--- src/rtl/fifo_sync_param.sv ---
// Purpose : parametrised single-clock FIFO, DATA_W-bit words, 2**ADDR_W entries.
// Latency : a request sampled at edge N updates storage/count/dout at edge N; its ack/err is seen the cycle after.
// Backpr. : none; writes when full and reads when empty are rejected and flagged with wr_err/rd_err.
//
// Ports:
//   clk, reset_n (async, active-low)
//   wr_en, din          write request and data
//   rd_en               read request
//   dout                registered read data, holds between reads
//   data_count          stored words, 0..DEPTH
//   full, empty         decoded from the count register
//   wr_ack/wr_err       outcome of the last sampled write (one cycle)
//   rd_ack/rd_err       outcome of the last sampled read (one cycle)
//
// Optional feature macro: FIFO_SIMUL_RW_EN
//   undefined: simultaneous write+read performs the read only, write dropped silently.
//   defined  : simultaneous write+read performs both (RDWR state).
module fifo_sync_param #(
    parameter int DATA_W = 32,
    parameter int ADDR_W = 3
) (
    input  logic              clk,
    input  logic              reset_n,
    input  logic              wr_en,
    input  logic [DATA_W-1:0] din,
    input  logic              rd_en,
    output logic [DATA_W-1:0] dout,
    output logic [ADDR_W:0]   data_count,
    output logic              full,
    output logic              empty,
    output logic              wr_ack,
    output logic              wr_err,
    output logic              rd_ack,
    output logic              rd_err
);

    localparam int DEPTH = 1 << ADDR_W;
    localparam logic [ADDR_W:0] DEPTH_C = {1'b1, {ADDR_W{1'b0}}};

    typedef enum logic [2:0] {
        ST_INIT   = 3'd0,
        ST_NO_OP  = 3'd1,
        ST_WRITE  = 3'd2,
        ST_WR_ERR = 3'd3,
        ST_READ   = 3'd4,
        ST_RD_ERR = 3'd5
`ifdef FIFO_SIMUL_RW_EN
        , ST_RDWR = 3'd6
`endif
    } state_e;

    state_e              state_q, state_d;
    logic [ADDR_W-1:0]   head_q, head_d;
    logic [ADDR_W-1:0]   tail_q, tail_d;
    logic [ADDR_W:0]     count_q, count_d;
    logic [DATA_W-1:0]   dout_q, dout_d;
    logic [DATA_W-1:0]   mem_q [DEPTH];
    logic                do_wr, do_rd;
    // RDWR on an empty FIFO: the write goes in, the read is refused.
    logic                rdwr_nord_q, rdwr_nord_d;

    assign full  = (count_q == DEPTH_C);
    assign empty = (count_q == '0);

    // Next-state decode; the state is a pure function of the current request,
    // so it is recomputed every edge and never holds.
    always_comb begin
        state_d     = ST_NO_OP;
        do_wr       = 1'b0;
        do_rd       = 1'b0;
        rdwr_nord_d = 1'b0;
        if (wr_en && rd_en) begin
`ifdef FIFO_SIMUL_RW_EN
            state_d     = ST_RDWR;
            do_wr       = 1'b1;       // even when full: the read frees the slot
            do_rd       = !empty;
            rdwr_nord_d = empty;
`else
            // Read wins; the write is dropped without any flag.
            state_d = empty ? ST_RD_ERR : ST_READ;
            do_rd   = !empty;
`endif
        end else if (wr_en) begin
            state_d = full ? ST_WR_ERR : ST_WRITE;
            do_wr   = !full;
        end else if (rd_en) begin
            state_d = empty ? ST_RD_ERR : ST_READ;
            do_rd   = !empty;
        end
    end

    always_comb begin
        head_d  = head_q;
        tail_d  = tail_q;
        count_d = count_q;
        dout_d  = dout_q;
        if (do_wr) begin
            tail_d = tail_q + 1'b1;
        end
        if (do_rd) begin
            head_d = head_q + 1'b1;
            dout_d = mem_q[head_q];
        end
        if (do_wr && !do_rd) begin
            count_d = count_q + 1'b1;
        end else if (do_rd && !do_wr) begin
            count_d = count_q - 1'b1;
        end
    end

    always_ff @(posedge clk or negedge reset_n) begin
        if (!reset_n) begin
            state_q     <= ST_INIT;
            head_q      <= '0;
            tail_q      <= '0;
            count_q     <= '0;
            dout_q      <= '0;
            rdwr_nord_q <= 1'b0;
        end else begin
            state_q     <= state_d;
            head_q      <= head_d;
            tail_q      <= tail_d;
            count_q     <= count_d;
            dout_q      <= dout_d;
            rdwr_nord_q <= rdwr_nord_d;
        end
    end

    // Storage is not reset; contents are only meaningful behind the count.
    always_ff @(posedge clk) begin
        if (do_wr) begin
            mem_q[tail_q] <= din;
        end
    end

    assign dout       = dout_q;
    assign data_count = count_q;

    // Flags are decoded from the registered state, so each lasts exactly one cycle.
    always_comb begin
        wr_ack = 1'b0;
        wr_err = 1'b0;
        rd_ack = 1'b0;
        rd_err = 1'b0;
        case (state_q)
            ST_WRITE:  wr_ack = 1'b1;
            ST_WR_ERR: wr_err = 1'b1;
            ST_READ:   rd_ack = 1'b1;
            ST_RD_ERR: rd_err = 1'b1;
`ifdef FIFO_SIMUL_RW_EN
            ST_RDWR: begin
                wr_ack = 1'b1;
                rd_ack = !rdwr_nord_q;
                rd_err = rdwr_nord_q;
            end
`endif
            default: ;
        endcase
    end

endmodule

--- config.mk ---
export PLATFORM = sky130hd
export DESIGN_NAME = fifo_sync_param
export DESIGN_NICKNAME = d
export VERILOG_FILES = /design/src/rtl/fifo_sync_param.sv
export SDC_FILE = /design/constraint.sdc
export NUM_CORES = 1
export LEC_CHECK = 0
export ABC_AREA = 1
export CORE_MARGIN = 4
export CORE_UTILIZATION = 35
export DETAILED_ROUTE_END_ITERATION = 8
export PLACE_DENSITY = 0.49
export SYNTH_ARGS = -nofsm -noshare
export SYNTH_HDL_FRONTEND = slang
export SYNTH_SLANG_ARGS = --single-unit
--- constraint.sdc ---
create_clock -name clk -period 10.78 [get_ports clk]
set_input_delay 1.617 -clock clk [delete_from_list [all_inputs] [get_ports clk]]
set_output_delay 1.617 -clock clk [all_outputs]
set_load 0.02 [all_outputs]
# Word-level counts from Yosys, hierarchy flattened
# Memories as Yosys holds them, arrays and structs flattened. A register that Yosys moved wholly into a read port is not among the register bits.
# Cells that the tools add are included.
[op_classes]
addsub = 4
eq_ne = 5
muxes = 18
n_reduce_logical = 10
[op_table]
columns = ["op", "count"]
rows = [
  ["1-bit 2-to-1 mux", 13],
  ["3-bit 2-to-1 mux", 3],
  ["4-bit 2-to-1 mux", 2],
  ["3-bit by 1-bit adder with 3-bit output, second input constant", 2],
  ["3-bit by 2-bit equality test with 1-bit output, second input constant", 2],
  ["3-bit equality test, second input constant", 2],
  ["1-bit zero test", 5],
  ["4-bit by 1-bit adder with 4-bit output, second input constant", 1],
  ["4-bit equality test, second input constant", 1],
  ["4-bit zero test", 1],
  ["4-bit by 1-bit subtractor with 4-bit output, second input constant", 1],
  ["1-bit logical AND", 3],
  ["2-bit nonzero test", 1],
]
[totals]
reg_bits = 13
ram_bits = 256
out_inout_bits = 42
wordCells = 42
mem_count = 1
[memory_table]
columns = ["name", "words", "width", "read_ports", "rd_clocked_by_memory_dff", "wr", "line_no", "source"]
rows = [
  ["mem_q", 8, 32, 1, 1, 1, "57", "logic [DATA_W-1:0] mem_q [DEPTH];"],
]

# Logic depth before layout (Yosys ltp)
[logic_depth]
word_depth = 8
ltp_mapped = 14

# Worst setup path before layout
# OpenSTA, ideal clock, no wires.
[synth_timing]
path_type = "input-to-reg"
from = "input port wr_en"
to = "memory mem_q[6][0], enable pin"
setup_ns = 0.461
t_arrival_ns = 4.184
slack_ns = 6.135
cell_stages = 5
path_buffers = 1
cell_sequence = "inv_1 -> nor2_1 -> nand2_1 -> buf_2 -> nor3_1"
[synth_via]
elab_chain_len = 4
elab_cells_between_ends = 5
classes_between = "mux (4); reduce/logical (1)"
[synth_rtl]
columns = ["item", "line_no", "source"]
rows = [
  ["from (decl)", "24", "input logic wr_en,"],
  ["1-bit 2-to-1 mux / 1-bit logical AND (equally long branches)", "83, 72", ""],
  ["1-bit 2-to-1 mux (*)", "72", "if (wr_en && rd_en) begin"],
  ["1-bit 2-to-1 mux (*)", "131", "if (do_wr) begin"],
  ["1-bit 2-to-1 mux (not written as such) (*)", "132", "mem_q[tail_q] <= din;"],
  ["to (decl)", "57", ""],
]
# Mark *: on every way between the ends. The rest lies on a longest branch, timed or not.

# Worst setup path after layout
[layout_timing]
from = "input port rd_en"
to = "register count_q[3] (netlist: data_count[3])"
[layout_via]
elab_cells_between_ends = 11
classes_between = "mux (5); reduce/logical (6)"
[layout_lines]
columns = ["item", "line_no", "source"]
rows = [
  ["from (decl)", "26", "input logic rd_en,"],
  ["1-bit logical AND (*)", "72", ""],
  ["1-bit 2-to-1 mux (*)", "72", ""],
  ["named net do_wr", "58", "logic do_wr, do_rd;"],
  ["1-bit zero test", "106", "end else if (do_rd && !do_wr) begin"],
  ["1-bit logical AND", "106", ""],
  ["2-bit nonzero test (no line)", "-", ""],
  ["to (signal assigned)", "123", "count_q <= count_d;"],
  ["to (decl)", "55", "logic [ADDR_W:0] count_q, count_d;"],
]
# The timed path passes the listed nets; every way through them passes the cells marked *.
# A chain may end at the register's enable or synchronous reset.

==> run summary <==
most frequent cells in the layout -> nand2_1 (412), edfxtp_1 (256), inv_1 (207)
GR Overflow Total -> 0
initial core utilization -> 0.355
Die Area -> 0.0393 sq mm
Max H-tree Level -> 2
Pre-antenna DRT Iters -> 5
flop2flop setup slack -> 7770 ps
Period Utilization, post-route -> 0.342
power density cells -> 261 mW/mm^2
Seq/Total Area, Yosys -> 0.696
number of buffers created by CTS -> 35
CP max stage delay -> 560 ps
Syn Area/Cell -> 10.5 sq um
Worst setup EP type -> register
PortBufs -> 77
R2R Path Start -> head_q[0]
CTS resizes -> 0
antenna violations before repair -> 0
num ports -> 78
die width -> 198 microns
most common cell after layout, fill and taps aside -> nand2_1
FF-to-FF End -> dout[6]
Tmin final -> 3690 ps
Highest Clock Rate -> 271 MHz
Critical Path Most Common Cell -> nand2_1
Synth cell types -> 21
post-route setup TNS -> 0 ps
post-route insts no fill -> 1767
dpl cells -> 1704
clock transition at the registers of the reported paths -> 60 ps
CP arrival -> 4130 ps
global-route wire length before repair -> 45600 microns
DRC viols -> 0
Hold Path Origin -> dout[28]
ant diodes -> 0
Reg2Reg Depth -> 8
vias in the first global route -> 7635
Hold Buf Count CTS -> 0
Critical Path RT -> 11220 ps
Fin. Hold Viols -> 0
status -> finished clean
root buffer cell -> clkbuf_16
GRT Util Overall -> 0.150
synthesized instance count -> 1209
post-route cell area -> 0.0151 sq mm
Ys Warns -> 0
Crit-path slowest cell -> clkdlybuf4s50_1
Final #Nets -> 1322
CP Cell Sequence -> clkdlybuf4s50_1 -> nor2_1 -> nand2_1 -> inv_1 -> ha_1 -> inv_1 -> ha_1 -> or2_2 -> nand2_1 -> nand3_1 -> nand2_1 -> nand2_1 -> nand2_1
Area after DPL -> 0.0139 sq mm
critical path class -> input port to register
FF+latch count, synth -> 301
vias per cell -> 4.52
WHS Endpoint -> dout[28]
Mapped Area -> 0.0127 sq mm
WHS Path Cells -> 2
Mapped Nets -> 1251
startpoint types -> input port
Leakage -> 6.46 nW
setup bufs post-CTS -> 0
ratio of cells with drive above 1 in the final layout -> 0.0651
Setup violations, final -> 0
CTS max path bufs -> 3
die height -> 198 microns
peak supply drop -> 0.0929 mV
CTS tree -> built
worst-case clock skew -> 12.5 ps
Area Growth Syn to Fin -> 18.9%
max cap viols -> 0
Final ANT Viol Nets -> 0
detailed-route wire length -> 29500 microns
dpl hpwl -> 14400 microns
Worst-Skew Late Latency -> 500 ps
clock sink total -> 301
routability cong. -> 0.704
RSZ-0062 raised after global routing -> false
CP Max Fanout -> 11
via count -> 7990
worst slew pin tran -> 1040 ps
WL/cell -> 16.7 microns
largest net degree at the start of global routing -> 89
Rows -> 69
Slew Limit Headroom -> 0.309
max-slew violations -> 0
drt initial violations -> 595
Worst Hold Class -> register to register
core area -> 0.0357 sq mm
metal layers:
metal	up-vias	share of wire	global-route usage
li1	4016	-	-
met1	3782	0.47	0.214
met2	156	0.47	0.241
met3	36	0.047	0.0255
met4	0	0.018	0.0380
met5	-	0	0
through the flow:
stage / worst slack (ps) / power [mW] / utilization / hold slack, ps
2_1_floorplan: 6130 / 2.35 / - / 483
5_1_grt: 6910 / 4.20 / 0.422 / 514
6_report: 7090 / 3.94 / 0.422 / 476
4_1_cts: 7120 / 4.00 / 0.422 / 482
3_3_place_gp: 6680 / 2.79 / 0.389 / 466
3_5_place_dp: 6590 / 2.80 / 0.389 / 467
Yosys cell counts (all sizes together):
master  number  share of area
nand2      413           0.12
edfxtp     256           0.61
inv        211          0.063
nand3      198          0.079
buf         50          0.021
dfrtp       45          0.089
nor3        12         0.0047
clkbuf       7         0.0021
ha           5         0.0049
nor2         3        0.00089
o21ai        3         0.0012
xnor2        2         0.0014
xor2         2         0.0014
fa           1         0.0016
or2          1        0.00049
how the worst max path moves through the flow:
stage / from / to / cells past startpoint
finish: rd_en / data_count[3] / 13
global route: rd_en / data_count[3] / 13
CTS: rd_en / data_count[3] / 13
detailed placement: rd_en / data_count[3] / 12
global placement: rd_en / data_count[3] / 13
floorplan: wr_en / mem_q[6][0] / 5
sequential cells by signal, indices dropped and copies added (netlist names):
register / flops
dout: 32
head_q: 3
mem_q: 256
tail_q: 3
data_count: 4
state_q: 3
cell families after synthesis:
group | count (synthesis) | synth area share
buf+inv | 268 | 0.0856
compound gates | 3 | 0.00119
xor+xnor | 4 | 0.00277
flops | 301 | 0.696
fa+ha+maj | 6 | 0.00652
simple gates | 627 | 0.208
power breakdown:
part	leakage (nW)	switching, mW	internal [mW]
Sequential	2.86	0.156	1.42
Combinational	3.02	0.756	0.409
Clock	0.582	0.447	0.744
area by class of cell:
type                       count  area (sq um)
inverter                     211           797
timing repair buffer          91           871
clock buffer                  50          1040
multi-input combinational    640          2800
tap                          461           577
sequential                   301          8820
clock inverter                13           138
fill                        3367         20600
critical path, delay by kind of cell:
kind / cells / cell delay (ps)
adders and majority gates: 2 / 520
and+or+nand+nor: 8 / 1080
buffers and inverters: 3 / 890
(Power assumes the default switching activity.)
